===== config.mk =====
export PLATFORM = sky130hd
export DESIGN_NAME = if_stage
export DESIGN_NICKNAME = d
export VERILOG_FILES = /design/src/rtl/if_stage.sv
export SDC_FILE = /design/constraint.sdc
export NUM_CORES = 1
export LEC_CHECK = 0
export ABC_AREA = 1
export CAP_MARGIN = 20
export CORE_MARGIN = 2
export CORE_UTILIZATION = 25
export DETAILED_ROUTE_END_ITERATION = 7
export PLACE_DENSITY = 0.55
export SLEW_MARGIN = 20
export SYNTH_ARGS = -nofsm -noshare
export SYNTH_HDL_FRONTEND = slang
export SYNTH_SLANG_ARGS = --single-unit

===== constraint.sdc =====
create_clock -name clk -period 4.8 [get_ports clk]
set_input_delay 0.48 -clock clk [delete_from_list [all_inputs] [get_ports clk]]
set_output_delay 0.48 -clock clk [all_outputs]
set_load 0.01 [all_outputs]

===== src/rtl/if_stage.sv =====
// Instruction fetch stage: PC register plus IF/ID pipeline register.
// Flush takes priority over pause, and pause takes priority over a normal fetch.
module if_stage (
    input  logic        clk,
    input  logic        rst,
    input  logic        pause_flag,
    input  logic        flush_flag,
    input  logic [31:0] ex_npc,
    output logic [31:0] inst_addr,
    input  logic [31:0] inst_rdata,
    output logic [31:0] id_pc,
    output logic [31:0] id_pc4,
    output logic [31:0] id_inst,
    output logic        id_valid,
    output logic [31:0] fetch_cnt,
    output logic        misalign_err
);

    localparam int unsigned XLEN     = 32;
    localparam logic [XLEN-1:0] NOP_INST = XLEN'(32'h0000_0013);
    localparam logic [XLEN-1:0] RST_PC   = '0;
    localparam logic [XLEN-1:0] PC_STEP  = XLEN'(4);
    localparam logic [XLEN-1:0] CNT_MAX  = '1;

    logic [XLEN-1:0] pc;
    logic [XLEN-1:0] pc_next_seq;
    logic [XLEN-1:0] redirect_pc;
    logic            normal_cycle;

    assign inst_addr    = pc;
    assign pc_next_seq  = pc + PC_STEP;
    assign redirect_pc  = {ex_npc[XLEN-1:2], 2'b00};
    assign normal_cycle = !flush_flag && !pause_flag;

    // PC and IF/ID register update.
    always_ff @(posedge clk) begin
        if (!rst) begin
            pc       <= RST_PC;
            id_pc    <= '0;
            id_pc4   <= '0;
            id_inst  <= NOP_INST;
            id_valid <= 1'b0;
        end else if (flush_flag) begin
            pc       <= redirect_pc;
            id_pc    <= '0;
            id_pc4   <= '0;
            id_inst  <= NOP_INST;
            id_valid <= 1'b0;
        end else if (!pause_flag) begin
            pc       <= pc_next_seq;
            id_pc    <= pc;
            id_pc4   <= pc_next_seq;
            id_inst  <= inst_rdata;
            id_valid <= 1'b1;
        end
    end

    // Committed-fetch counter, saturating at all ones.
    always_ff @(posedge clk) begin
        if (!rst) begin
            fetch_cnt <= '0;
        end else if (normal_cycle && (fetch_cnt != CNT_MAX)) begin
            fetch_cnt <= fetch_cnt + XLEN'(1);
        end
    end

    // Sticky flag for redirect targets that were not word aligned.
    always_ff @(posedge clk) begin
        if (!rst) begin
            misalign_err <= 1'b0;
        end else if (flush_flag && (ex_npc[1:0] != 2'b00)) begin
            misalign_err <= 1'b1;
        end
    end

endmodule

# == Yosys cells after proc, flatten, opt, wreduce, memory -nomap -nowiden ==
# Index checks and enable logic that the tools add are counted.
# totals
reg_bits,162
input_bits,68
output_inout_bits,162
elab_cells,22
# op_classes
n_addsub,2
eq_ne,2
mux,2
bitwise_logic,1
reduce_logical,7
# ops
cell,n
32-bit 2-to-1 mux,2
"32-bit by 1-bit adder with 32-bit output, second input constant",1
"32-bit by 3-bit adder with 32-bit output, second input constant",1
"32-bit inequality test, second input constant",1
1-bit logical AND,3
1-bit logical NOT,2
"2-bit by 1-bit inequality test with 1-bit output, second input constant",1
2-bit nonzero test,1
2-bit OR reduction,1
1-bit inverter,1

# == Depth between registers and ports, before layout ==
# Gate-level depths: netlist of the first run.
# logic_depth
ltp_word,3
depth_mapped,11
mapped_depth_nobuf,10

# == Least setup slack after synthesis of the first run ==
# No wires, ideal clock.
# synth_path
path_kind,flip-flop to flip-flop
from,register fetch_cnt[0]
to,register fetch_cnt[20]
setup_ps,142
t_arrival_ps,1665
t_required_ps,4658
setup_slack_ps,2993
path_stages_with_launch,12
path_buffers,1
period_less_slack_ps,1807
cell_sequence,dfxtp_1 ha_1 inv_2 nor2_4 nand2_4 nor2_8 nand2_4 nand2_4 inv_2 buf_2 nand2_1 a21oi_2
# synth_via
elab_chain_len,2
word_cells_on_any_way,3
cone_classes,add/sub (1); eq/ne (1); reduce/logical (1)
# synth_lines
element,line,rtl
"start, declared",15,"output logic [31:0] fetch_cnt,"
"start signal, assigned",63,fetch_cnt <= fetch_cnt + XLEN'(1);
"parallel branches: the longest is 2 deep, another holds 32-bit by 1-bit adder with 32-bit output",n/a,
# Parallel ways; which one is timed is not known.
# A chain may end at the register's enable or synchronous reset.

# == Worst setup path after layout of the first run ==
# layout_path
from,input port flush_flag
to,"register pc[15], in the netlist inst_addr[15]"
# layout_via
elab_chain_len,1
word_cells_on_any_way,2
cone_classes,eq/ne (1); mux (1)
# layout_lines
element,line,rtl
"start, declared",7,"input logic flush_flag,"
2-bit by 1-bit inequality test with 1-bit output (no source line) or 32-bit 2-to-1 mux (tied branches),n/a,
"end signal, assigned",44,pc <= redirect_pc;
"end signal, assigned",50,pc <= pc_next_seq;
"end, declared",25,logic [XLEN-1:0] pc;
# Several ways; a longest one is shown, not always the timed one.

==> tab_implementation.tex, run 1 <==
\begin{tabular}{lr}
\hline
Metric & Value \\
\hline
\multicolumn{2}{l}{\textbf{Logic synthesis}} \\
\quad Post-synthesis cell type count & 30 \\
\quad Mapped Cells & 1159 \\
\quad Basic-gate share of the synthesized area counting and, or, nand and nor cells & 32.73\% \\
\quad Synth area leader & sky130\_fd\_sc\_hd\_\_dfxtp\_1 \\
\quad Ys flop type & sky130\_fd\_sc\_hd\_\_dfxtp\_1 \\
\quad Leading cell types by count after synthesis & sky130\_fd\_sc\_hd\_\_nand2\_1, sky130\_fd\_sc\_hd\_\_nor2\_1, sky130\_fd\_sc\_hd\_\_dfxtp\_1 \\
\quad Post-synthesis async set-or-reset flop share & 0\% \\
\quad Adder-cell share of the synthesized area & 0.3303\% \\
\quad Register area share after synthesis & 41.22\% \\
\quad Number of enable flip-flop cells after synthesis & 0 \\
\quad Share of synthesized area spent on multiplexers & 0\% \\
\quad Cell Area, Synth & 7576 µm² \\
\quad Combinational family with the most area after synthesis & simple AND/OR/NAND/NOR gates \\
\quad Total of flip-flops plus latches after synthesis & 156 \\
\quad XOR/XNOR share of the synthesized area & 3.006\% \\
\quad Post-synthesis compound-gate area fraction & 13.64\% \\
\quad Yosys Warn Count & 0 \\
\quad Area share of the leading cell type in the synthesized netlist & 41.22\% \\
\quad Main area contributors after synthesis & sky130\_fd\_sc\_hd\_\_dfxtp\_1, sky130\_fd\_sc\_hd\_\_nand2\_1, sky130\_fd\_sc\_hd\_\_nor2\_1 \\
\quad Most frequent cell after synthesis & sky130\_fd\_sc\_hd\_\_nand2\_1 \\
\quad Average footprint of a synthesized cell & 6.537 µm² \\
\multicolumn{2}{l}{\textbf{Timing}} \\
\quad Fin crit period & 2.857 ns \\
\quad Max-slew headroom at the worst pin & 46.50\% \\
\quad Final setup skew & 0.01551 ns \\
\quad Minimum setup slack in the final design & 1.943 ns \\
\quad Slew @ Worst Pin & 0.8025 ns \\
\quad Total negative setup slack & 0 ns \\
\quad Final Max Tran Viols & 0 \\
\quad Unrepaired setup endpoints after global routing & no \\
\quad FMAX & 350.0 MHz \\
\quad Portion of the clock cycle consumed by the worst path in the final layout & 59.52\% \\
\quad Number of hold violations in the final report & 0 \\
\quad Final Setup Violations & 0 \\
\multicolumn{2}{l}{\textbf{Setup path}} \\
\quad Slowest CP cell & sky130\_fd\_sc\_hd\_\_clkdlybuf4s50\_1 \\
\quad Start-to-end type of the worst setup path & in -> reg \\
\quad Largest delay share family, worst path & buffers and inverters \\
\quad Arrival @ worst endpoint & 3.20 ns \\
\quad Data required time of the critical path & 5.14 ns \\
\quad Crit-path cells & clkdlybuf4s50\_1 > buf\_4 > nor2\_1 > inv\_1 > o21ai\_0 > inv\_1 > a21oi\_1 \\
\quad Maximum single-stage delay on the critical path & 0.70 ns \\
\quad Crit path buf inv count & 4 \\
\quad CP most frequent cell & sky130\_fd\_sc\_hd\_\_inv\_1 \\
\quad Kind of start point of the critical path & input port \\
\quad Kind of capture point of the worst setup path & flip-flop \\
\quad Critical path fanouts, max & 24 \\
\multicolumn{2}{l}{\textbf{Worst hold path}} \\
\quad Class of the worst hold path & reg -> reg \\
\multicolumn{2}{l}{\textbf{Placement}} \\
\quad Final weighted congestion in routability-driven placement & 0.8751 \\
\quad Dpl ws & 1.499 ns \\
\quad Post-DP HPWL & 19390 µm \\
\quad Port bufs & 223 \\
\multicolumn{2}{l}{\textbf{Cells and area}} \\
\quad Layout net count & 1425 \\
\quad Area of all sequential standard cells & 3123 µm² \\
\quad Fraction of the core area covered by cells at the end of the flow & 35.94\% \\
\quad Fill cell instance count of the final layout & 3190 \\
\quad Multi-input logic area & 3791 µm² \\
\quad Area delta synth->final & 40.96\% \\
\quad Fraction of layout instances using a drive strength above 1 & 5.556\% \\
\multicolumn{2}{l}{\textbf{CTS}} \\
\quad Clock Pin Slew Worst Setup and Hold Paths & 0.07 ns \\
\quad Clock Sinks & 156 \\
\quad PostCTS Resize Cnt & 0 \\
\quad Number of buffers inserted to repair setup after CTS & 0 \\
\quad Clock tree from TritonCTS & yes \\
\quad Clock Root Buffer & sky130\_fd\_sc\_hd\_\_clkbuf\_16 \\
\quad Maximum root-to-sink buffer count & 2 \\
\quad H-Tree Level Count & 4 \\
\quad Count of hold-fix buffers inserted at cts & 0 \\
\quad Worst-Skew Late Latency & 0.43 ns \\
\quad TritonCTS Buffers & 17 \\
\multicolumn{2}{l}{\textbf{Detailed routing}} \\
\quad Wire length after detailed routing & 26830 µm \\
\quad First drt pass iteration count & 5 \\
\quad Post-detailed-route via-to-cell ratio & 4.467 \\
\quad Antenna Violating Nets Remaining & 0 \\
\quad Total vias in the final route & 7871 \\
\quad Routed WL per cell & 15.22 µm \\
\quad First DRT Iteration DRCs & 439 \\
\quad DRC violations left & 0 \\
\multicolumn{2}{l}{\textbf{Pwr}} \\
\quad Sequential cell fraction of total power & 44.7\% \\
\quad Pint & 0.002238 W \\
\quad P per Cell Area & 289.6 nW/µm² \\
\quad Clock network power share & 43.9\% \\
\quad Worst supply voltage drop on vdd & 0.0002291 V \\
\quad Switching power summed over all nets & 0.0008547 W \\
\quad Leak & 4.042 nW \\
\quad Combinational fraction of design power & 11.4\% \\
\quad Sw Share & 27.64\% \\
\multicolumn{2}{l}{\textbf{Global routing}} \\
\quad Antenna violations before repair & 4 \\
\quad Total grt overflow & 0 \\
\quad Global-route total usage across every layer & 16.60\% \\
\quad Maximum number of pins on one net before global-route repair & 114 \\
\quad Vias in the first global route & 7438 \\
\quad Wire length of the first global-routing pass & 40810 µm \\
\multicolumn{2}{l}{\textbf{Flow run}} \\
\quad Maximum Capacitance Violations & 0 \\
\multicolumn{2}{l}{\textbf{Run status}} \\
\quad Result of the run & finished clean \\
\multicolumn{2}{l}{\textbf{Floorplanning}} \\
\quad Horizontal die dimension & 178.1 µm \\
\quad Die height & 178.1 µm \\
\quad \# rows & 63 \\
\quad Initial cell density of the core & 25.49\% \\
\quad I/O pins & 230 \\
\quad Standard cell core area & 29720 µm² \\
\quad Die area & 31710 µm² \\
\hline
\end{tabular}
area by class of cell:
class | instances | area share, %
repair buffers | 230 | 21.38
inverters | 108 | 3.808
clock inverters | 14 | 1.383
well taps | 390 | 4.569
flip-flops and latches | 156 | 29.24
diodes | 4 | 0.09373
clock buffers | 18 | 4.019
multi-input cells | 842 | 35.50
cells by family (layout without fill, tap and decap cells):
| group | after synthesis | count (layout) |
|---|---|---|
| and+or+nand+nor | 614 | 614 |
| AOI/OAI and AO/OA | 194 | 194 |
| buffers and inverters | 166 | 370 |
| DFF | 156 | 156 |
| xor gates and xnor gates | 26 | 26 |
| adders and majority gates | 2 | 2 |
| other | 1 | 10 |
sequential cells by signal, summed over array words and instances, names as in the netlist:
register	flops
misalign_err	1
id_inst	32
fetch_cnt	32
id_pc4	30
id_pc	30
id_valid	1
inst_addr	30
final timing paths:
check | from | end | slack [ns] | depth (start not counted)
setup / recovery | flush_flag | inst_addr[15] | 1.94 | 7
hold reg to reg | id_inst[28] | id_inst[28] | 0.46 | 2
hold / removal | id_inst[28] | id_inst[28] | 0.46 | 2
setup reg to reg | fetch_cnt[0] | fetch_cnt[18] | 2.34 | 10
worst min-delay path, delay by kind of cell, from the launching register on:
kind	cells	cell delay, ns
AND/OR/NAND/NOR	1	0.06
AO/OA/AOI/OAI	1	0.05
flip-flops	1	0.31
cell usage in the layout, fill, tap and decap left out, types with 5 or more instances in the layout:
master and instances:
sky130_fd_sc_hd__a21oi_2 10, sky130_fd_sc_hd__nand4_1 5, sky130_fd_sc_hd__o21ai_0 77, sky130_fd_sc_hd__xnor2_1 7
sky130_fd_sc_hd__nand2_2 12, sky130_fd_sc_hd__buf_4 6, sky130_fd_sc_hd__nor2_1 165, sky130_fd_sc_hd__conb_1 6
sky130_fd_sc_hd__dfxtp_1 156, sky130_fd_sc_hd__nand3_1 50, sky130_fd_sc_hd__xor2_1 19, sky130_fd_sc_hd__nand2_1 370
sky130_fd_sc_hd__a21oi_1 95, sky130_fd_sc_hd__clkdlybuf4s50_1 222, sky130_fd_sc_hd__inv_1 103, sky130_fd_sc_hd__a31oi_1 7
sky130_fd_sc_hd__inv_6 5, sky130_fd_sc_hd__clkbuf_16 17
power groups by stage:
stage / Clock, W / Combinational, W / Sequential [W]
global route: 0.00145 / 0.000386 / 0.00139
CTS: 0.00140 / 0.000356 / 0.00138
detailed placement: 0 / 0.000354 / 0.00141
global placement: 0 / 0.000354 / 0.00141
floorplan: 0 / 0.000150 / 0.00142
finish: 0.00136 / 0.000352 / 0.00138
through the flow:
| stage | area [µm²] | hold WS [ns] | power (W) | std cells |
|---|---|---|---|---|
| floorplan | 7595 | 0.4740 | 0.001567 | 1164 |
| global placement | 10090 | 0.4406 | 0.001766 | 1726 |
| detailed placement | 10090 | 0.4541 | 0.001767 | 1726 |
| CTS | 10670 | 0.4651 | 0.003140 | 1758 |
| global route | 10670 | 0.4760 | 0.003225 | 1758 |
| finish | 10680 | 0.4629 | 0.003092 | 1762 |
metal layers:
layer | vias to the layer above | wire length, µm | track usage, %
li1 | 4030 | - | -
met1 | 3581 | 11980 | 21.08
met2 | 232 | 12400 | 27.34
met3 | 28 | 1872 | 4.454
met4 | 0 | 575 | 5.225
met5 | - | 0 | 0
(Power assumes the default switching activity.)
==> run 2: changes to the inputs <==
Clock period 4.8 ns to 2.9 ns, I/O delays scaled along.
==> run 2 against run 1 <==
- global-route usage is 0.18 points higher
- non-clock buffer count is 7 higher
- clock power is 73% higher
- final cell count is 0.45% higher
- flip-flop and latch count stayed put
- total power is 69% higher
- sequential share of layout area is 0.21 points lower
- die area stayed put
- critical path depth is 4 higher
- largest power group is now the clock network
- highest routed layer unchanged
==> tab_implementation.tex, run 2 (synthesis results as in run 1) <==
\begin{tabular}{lr}
\hline
Metric & Value \\
\hline
\multicolumn{2}{l}{\textbf{Run status}} \\
\quad Result of the run & finished clean \\
\multicolumn{2}{l}{\textbf{Global routing}} \\
\quad Global-route total usage across every layer & 16.79\% (+0.18 points) \\
\quad Wire length of the first global-routing pass & 41320 µm (+1.3\%) \\
\quad GR Util met2 & 27.23\% (-0.11 points) \\
\quad Antenna violations before repair & 4 (unchanged) \\
\quad Maximum number of pins on one net before global-route repair & 114 (unchanged) \\
\quad Routing usage on met3 & 4.731\% (+0.28 points) \\
\quad Vias in the first global route & 7527 (+1.2\%) \\
\quad Total grt overflow & 0 (unchanged) \\
\quad Met1 Usage GRT & 21.46\% (+0.38 points) \\
\quad Busiest grt layer & met2 \\
\multicolumn{2}{l}{\textbf{Timing}} \\
\quad FMAX & 424.0 MHz \\
\quad Final Max Tran Viols & 0 (unchanged) \\
\quad Slew @ Worst Pin & 0.8058 ns (+0.003303 ns) \\
\quad Total negative setup slack & 0 ns (unchanged) \\
\quad Number of hold violations in the final report & 0 (unchanged) \\
\quad Minimum setup slack in the final design & 0.5413 ns (-1.402 ns) \\
\quad Unrepaired setup endpoints after global routing & no \\
\quad Final setup skew & 0.01529 ns (-0.0002218 ns) \\
\quad Portion of the clock cycle consumed by the worst path in the final layout & 81.33\% \\
\quad Max-slew headroom at the worst pin & 46.28\% (-0.22 points) \\
\quad Fin crit period & 2.359 ns \\
\quad Final Setup Violations & 0 (unchanged) \\
\multicolumn{2}{l}{\textbf{Pwr}} \\
\quad Combinational fraction of design power & 11.4\% (about the same) \\
\quad Clock network power share & 45.0\% (+1.1 points) \\
\quad Sw Share & 27.33\% (-0.31 points) \\
\quad P per Cell Area & 486.2 nW/µm² (+68\%) \\
\quad Sequential cell fraction of total power & 43.6\% (-1.1 points) \\
\quad Worst supply voltage drop on vdd & 0.0003289 V (+44\%) \\
\quad Leak & 4.095 nW (+1.3\%) \\
\quad Switching power summed over all nets & 0.001430 W (+67\%) \\
\quad Pint & 0.003801 W (+70\%) \\
\multicolumn{2}{l}{\textbf{Cells and area}} \\
\quad Commonest non-fill, non-tap cells in the layout & sky130\_fd\_sc\_hd\_\_nand2\_1, sky130\_fd\_sc\_hd\_\_clkdlybuf4s50\_1, sky130\_fd\_sc\_hd\_\_nor2\_1 \\
\quad Biggest registers after layout & fetch\_cnt (32), id\_inst (32) \\
\quad Layout net count & 1432 (+0.49\%) \\
\quad Fraction of layout instances using a drive strength above 1 & 6.036\% (+0.48 points) \\
\quad Non-filler cells, final & 1770 (+0.45\%) \\
\quad Area delta synth->final & 42.00\% \\
\quad Most frequent standard cell in the layout excluding fill and tap cells & sky130\_fd\_sc\_hd\_\_nand2\_1 \\
\quad Finished layout cell area & 10760 µm² (+0.74\%) \\
\quad Fill cell instance count of the final layout & 3167 (-0.72\%) \\
\multicolumn{2}{l}{\textbf{CTS}} \\
\quad Worst-Skew Late Latency & 0.43 ns (about the same) \\
\quad Clock tree from TritonCTS & yes \\
\quad Clock Root Buffer & sky130\_fd\_sc\_hd\_\_clkbuf\_16 \\
\quad H-Tree Level Count & 4 (unchanged) \\
\quad Maximum root-to-sink buffer count & 2 (unchanged) \\
\quad Clock Pin Slew Worst Setup and Hold Paths & 0.07 ns (about the same) \\
\quad TritonCTS Buffers & 17 (unchanged) \\
\quad Number of buffers inserted to repair setup after CTS & 0 (unchanged) \\
\quad Count of hold-fix buffers inserted at cts & 0 (unchanged) \\
\quad PostCTS Resize Cnt & 0 (unchanged) \\
\quad Clock Sinks & 156 (unchanged) \\
\multicolumn{2}{l}{\textbf{Floorplanning}} \\
\quad \# rows & 63 (unchanged) \\
\quad Die area & 31710 µm² (unchanged) \\
\quad Horizontal die dimension & 178.1 µm (unchanged) \\
\quad Die height & 178.1 µm (unchanged) \\
\quad Standard cell core area & 29720 µm² (unchanged) \\
\quad Initial cell density of the core & 25.49\% (unchanged) \\
\quad I/O pins & 230 (unchanged) \\
\multicolumn{2}{l}{\textbf{Detailed routing}} \\
\quad Post-detailed-route via-to-cell ratio & 4.464 (about the same) \\
\quad DRC violations left & 0 (unchanged) \\
\quad Wire length after detailed routing & 27020 µm (+0.73\%) \\
\quad Total vias in the final route & 7902 (+0.39\%) \\
\quad Antenna Violating Nets Remaining & 0 (unchanged) \\
\quad Routed WL per cell & 15.27 µm (+0.28\%) \\
\quad First DRT Iteration DRCs & 486 (+11\%) \\
\quad First drt pass iteration count & 5 (unchanged) \\
\multicolumn{2}{l}{\textbf{Placement}} \\
\quad Final weighted congestion in routability-driven placement & 0.8747 (about the same) \\
\quad Dpl ws & 0.5303 ns (-0.9683 ns) \\
\quad Number of placed cells counting well taps & 1733 (+0.41\%) \\
\quad Post-DP HPWL & 19770 µm (+1.9\%) \\
\quad Port bufs & 223 (unchanged) \\
\quad Placed inst area & 10140 µm² (+0.52\%) \\
\multicolumn{2}{l}{\textbf{Setup path}} \\
\quad Critical path fanouts, max & 30 (+25\%) \\
\quad Data required time of the critical path & 3.18 ns (-1.96 ns) \\
\quad Kind of start point of the critical path & flip-flop \\
\quad Arrival @ worst endpoint & 2.64 ns (-0.56 ns) \\
\quad Start-to-end type of the worst setup path & reg -> reg \\
\quad Kind of capture point of the worst setup path & flip-flop \\
\multicolumn{2}{l}{\textbf{Worst hold path}} \\
\quad Class of the worst hold path & in -> reg \\
\multicolumn{2}{l}{\textbf{Flow run}} \\
\quad Maximum Capacitance Violations & 0 (unchanged) \\
\hline
\end{tabular}
## run 2: changes by cell type in the layout (fill, tap and decap cells not counted)
cell / previous run / this run
sky130_fd_sc_hd__buf_4: 6 / 13
sky130_fd_sc_hd__bufinv_16: 1 / 2
sky130_fd_sc_hd__clkinvlp_4: 3 / 1
sky130_fd_sc_hd__diode_2: 4 / 5
sky130_fd_sc_hd__inv_6: 5 / 6
## run 2: worst max-delay path, stage by stage, from the launching register on
cell and delay, ns:
sky130_fd_sc_hd__dfxtp_1 0.31, sky130_fd_sc_hd__buf_4 0.13, sky130_fd_sc_hd__ha_1 0.26, sky130_fd_sc_hd__inv_2 0.08, sky130_fd_sc_hd__nor2_4 0.20, sky130_fd_sc_hd__nand2_4 0.10
sky130_fd_sc_hd__nor2_8 0.14, sky130_fd_sc_hd__nand2_4 0.08, sky130_fd_sc_hd__nand2_4 0.33, sky130_fd_sc_hd__inv_2 0.33, sky130_fd_sc_hd__nand2_1 0.18, sky130_fd_sc_hd__a21oi_2 0.06
## run 2: per-layer routing
| layer | up-vias | routed length, µm | share of wire (%) |
|---|---|---|---|
| met4 | 0 | 551 | 2.0 |
| met1 | 3609 | 12200 | 45 |
| met5 | - | 0 | 0 |
| met3 | 32 | 2001 | 7.4 |
| li1 | 4038 | - | - |
| met2 | 223 | 12270 | 45 |
## run 2: cell type report
cell class | count | area, µm² | share of cell area [%]
multi-input cells | 842 | 3791 | 35.24
flip-flops and latches | 156 | 3123 | 29.03
repair buffers | 237 | 2336 | 21.71
well taps | 390 | 488.0 | 4.536
clock buffers | 18 | 429.2 | 3.989
inverters | 108 | 406.6 | 3.780
clock inverters | 14 | 171.4 | 1.593
diodes | 5 | 12.51 | 0.1163
## run 2: final timing paths
kind | endpoint | slack [ns] | depth (start not counted) | start
hold reg to reg | misalign_err | 0.45 | 2 | misalign_err
setup reg to reg | fetch_cnt[18] | 0.54 | 11 | fetch_cnt[0]
setup / recovery | fetch_cnt[18] | 0.54 | 11 | fetch_cnt[0]
hold / removal | id_pc4[3] | 0.30 | 3 | pause_flag
## run 2: power groups by stage
stage / Combinational, W / Clock, W / Sequential (W)
global route: 0.000653 / 0.00249 / 0.00229
detailed placement: 0.000600 / 0 / 0.00233
finish: 0.000595 / 0.00235 / 0.00228
CTS: 0.000604 / 0.00241 / 0.00228
floorplan: 0.000248 / 0 / 0.00235
global placement: 0.000601 / 0 / 0.00233
## run 2: per-stage QoR
| step | hold WS (ns) | util, % | total power [W] |
|---|---|---|---|
| final | 0.2985 | 36.20 | 0.005230 |
| after global routing | 0.3168 | 36.16 | 0.005436 |
| after CTS | 0.2763 | 36.15 | 0.005293 |
| after detailed placement | 0.4439 | 34.12 | 0.002934 |
| after global placement | 0.4385 | 34.12 | 0.002933 |
| after floorplan | 0.4182 | - | 0.002594 |
==> run 3: changes to the inputs <==
Clock period 2.9 ns to 2.2 ns, I/O delays scaled along.
==> run 3 against run 2 <==
- via count about the same
- global-route usage decreased by 0.15 points
- largest power group unchanged
- maximum frequency increased by 15%
- critical path type unchanged
- hold slack got worse by 0.063 ns
- first-iteration DRC count increased by 15%
- sequential share of layout area decreased by 0.57 points
- cell area increased by 2.0%
- flip-flop and latch count unchanged
==> tab_implementation.tex, run 3 (synthesis results as in run 1) <==
\begin{tabular}{lr}
\hline
Metric & Value \\
\hline
\multicolumn{2}{l}{\textbf{Run status}} \\
\quad Result of the run & finished clean \\
\multicolumn{2}{l}{\textbf{Setup path}} \\
\quad Kind of start point of the critical path & flip-flop \\
\quad Data required time of the critical path & 2.54 ns (-0.64 ns) \\
\quad Critical path fanouts, max & 12 (-60\%) \\
\quad Start-to-end type of the worst setup path & reg -> reg \\
\quad Arrival @ worst endpoint & 2.39 ns (-0.25 ns) \\
\quad Kind of capture point of the worst setup path & flip-flop \\
\multicolumn{2}{l}{\textbf{Detailed routing}} \\
\quad First drt pass iteration count & 5 (unchanged) \\
\quad Wire length after detailed routing & 27320 µm (+1.1\%) \\
\quad Antenna Violating Nets Remaining & 0 (unchanged) \\
\quad Routed WL per cell & 15.24 µm (-0.14\%) \\
\quad Post-detailed-route via-to-cell ratio & 4.407 (-1.3\%) \\
\quad First DRT Iteration DRCs & 557 (+15\%) \\
\quad Total vias in the final route & 7897 (-0.063\%) \\
\quad DRC violations left & 0 (unchanged) \\
\multicolumn{2}{l}{\textbf{Cells and area}} \\
\quad Fraction of the core area covered by cells at the end of the flow & 36.92\% (+0.72 points) \\
\quad Area delta synth->final & 44.82\% \\
\quad Layout net count & 1456 (+1.7\%) \\
\quad Commonest non-fill, non-tap cells in the layout & sky130\_fd\_sc\_hd\_\_nand2\_1, sky130\_fd\_sc\_hd\_\_clkdlybuf4s50\_1, sky130\_fd\_sc\_hd\_\_nor2\_1 \\
\quad Fraction of layout instances using a drive strength above 1 & 7.648\% (+1.6 points) \\
\quad Most frequent standard cell in the layout excluding fill and tap cells & sky130\_fd\_sc\_hd\_\_nand2\_1 \\
\quad Biggest registers after layout & fetch\_cnt (32), id\_inst (32) \\
\multicolumn{2}{l}{\textbf{Placement}} \\
\quad Post-DP HPWL & 20340 µm (+2.9\%) \\
\quad Port bufs & 223 (unchanged) \\
\quad Final weighted congestion in routability-driven placement & 0.9007 (+3.0\%) \\
\multicolumn{2}{l}{\textbf{Global routing}} \\
\quad Maximum number of pins on one net before global-route repair & 68 (-40\%) \\
\quad Wire length of the first global-routing pass & 40600 µm (-1.8\%) \\
\quad Vias in the first global route & 7189 (-4.5\%) \\
\quad Global-route total usage across every layer & 16.64\% (-0.15 points) \\
\quad Antenna violations before repair & 4 (unchanged) \\
\quad Total grt overflow & 0 (unchanged) \\
\multicolumn{2}{l}{\textbf{Pwr}} \\
\quad Worst supply voltage drop on vdd & 0.0004669 V (+42\%) \\
\quad Leak & 4.235 nW (+3.4\%) \\
\quad P per Cell Area & 630.4 nW/µm² (+30\%) \\
\multicolumn{2}{l}{\textbf{CTS}} \\
\quad Clock Sinks & 156 (unchanged) \\
\quad Maximum root-to-sink buffer count & 2 (unchanged) \\
\quad Clock tree from TritonCTS & yes \\
\quad H-Tree Level Count & 4 (unchanged) \\
\quad TritonCTS Buffers & 17 (unchanged) \\
\quad Clock Pin Slew Worst Setup and Hold Paths & 0.07 ns (about the same) \\
\quad Clock Root Buffer & sky130\_fd\_sc\_hd\_\_clkbuf\_16 \\
\quad Worst-Skew Late Latency & 0.43 ns (about the same) \\
\multicolumn{2}{l}{\textbf{Timing}} \\
\quad Fin crit period & 2.044 ns (-0.3148 ns) \\
\quad Total negative setup slack & 0 ns (unchanged) \\
\quad Number of hold violations in the final report & 0 (unchanged) \\
\quad Portion of the clock cycle consumed by the worst path in the final layout & 92.90\% (+12 points) \\
\quad Final setup skew & 0.01608 ns (+0.0007929 ns) \\
\quad FMAX & 489.3 MHz (+15\%) \\
\quad Unrepaired setup endpoints after global routing & no \\
\quad Max-slew headroom at the worst pin & 48.14\% (+1.9 points) \\
\quad Final Max Tran Viols & 0 (unchanged) \\
\quad Slew @ Worst Pin & 0.7779 ns (-0.02786 ns) \\
\quad Final Setup Violations & 0 (unchanged) \\
\multicolumn{2}{l}{\textbf{Floorplanning}} \\
\quad Standard cell core area & 29720 µm² (unchanged) \\
\quad Initial cell density of the core & 25.49\% (unchanged) \\
\quad I/O pins & 230 (unchanged) \\
\quad \# rows & 63 (unchanged) \\
\quad Horizontal die dimension & 178.1 µm (unchanged) \\
\quad Die area & 31710 µm² (unchanged) \\
\quad Die height & 178.1 µm (unchanged) \\
\multicolumn{2}{l}{\textbf{Flow run}} \\
\quad Maximum Capacitance Violations & 0 (unchanged) \\
\multicolumn{2}{l}{\textbf{Worst hold path}} \\
\quad Class of the worst hold path & in -> reg \\
\hline
\end{tabular}
-- run 3: critical path, stage by stage, from the launching register on --
cell and delay (ns):
sky130_fd_sc_hd__dfxtp_1 0.43, sky130_fd_sc_hd__ha_1 0.30, sky130_fd_sc_hd__inv_2 0.08, sky130_fd_sc_hd__nor2_4 0.20, sky130_fd_sc_hd__nand2_4 0.11, sky130_fd_sc_hd__nor2_8 0.14
sky130_fd_sc_hd__nand2_4 0.08, sky130_fd_sc_hd__nand2_4 0.19, sky130_fd_sc_hd__buf_4 0.22, sky130_fd_sc_hd__nand2_1 0.06, sky130_fd_sc_hd__a21oi_1 0.16
-- run 3: worst paths after layout --
| path | from | end | slack [ns] | depth (start not counted) |
|---|---|---|---|---|
| max | fetch_cnt[1] | fetch_cnt[2] | 0.16 | 10 |
| max reg2reg | fetch_cnt[1] | fetch_cnt[2] | 0.16 | 10 |
| min | pause_flag | id_pc4[31] | 0.24 | 3 |
| min reg2reg | misalign_err | misalign_err | 0.45 | 2 |
-- run 3: power breakdown --
group	switching (W)	total (W)	internal, W
clock	0.00136	0.00309	0.00173
sequential	0.0000793	0.00300	0.00292
combinational	0.000436	0.000827	0.000392
-- run 3: per-layer routing --
layer	routed length, µm	global-route usage, %	up-vias
met5	0	0	-
met4	393	4.337	0
met3	1988	4.774	26
met2	12630	26.91	228
met1	12310	21.68	3561
li1	-	-	4082
-- run 3: area by class of cell --
type	instances	area, µm²
clock buffers	18	429.2
multi-input cells	842	3791
flip-flops and latches	156	3123
clock inverters	14	173.9
repair buffers	261	2550
fillers	3154	18750
diodes	3	7.507
well taps	390	488.0
inverters	108	409.1
-- run 3: stage by stage --
step	area [µm²]	hold WS, ns	std cells	worst slack, ns	power [W]
after floorplan	7595	0.3482	1164	0.3929	0.003419
after global placement	10360	0.4398	1757	0.1623	0.003891
after detailed placement	10360	0.4420	1757	0.07429	0.003894
after CTS	10960	0.2120	1789	0.06521	0.007014
after global routing	10960	0.2215	1789	0.001516	0.007193
final	10970	0.2355	1792	0.1561	0.006916
-- run 3: repair_timing --
item                                   4_1_cts  5_1_grt
gates resized for setup                      0        2
endpoints found under the hold margin        0        0
hold buffers                                 0        0
setup buffers                                0        0
setup endpoints to repair                    0       27
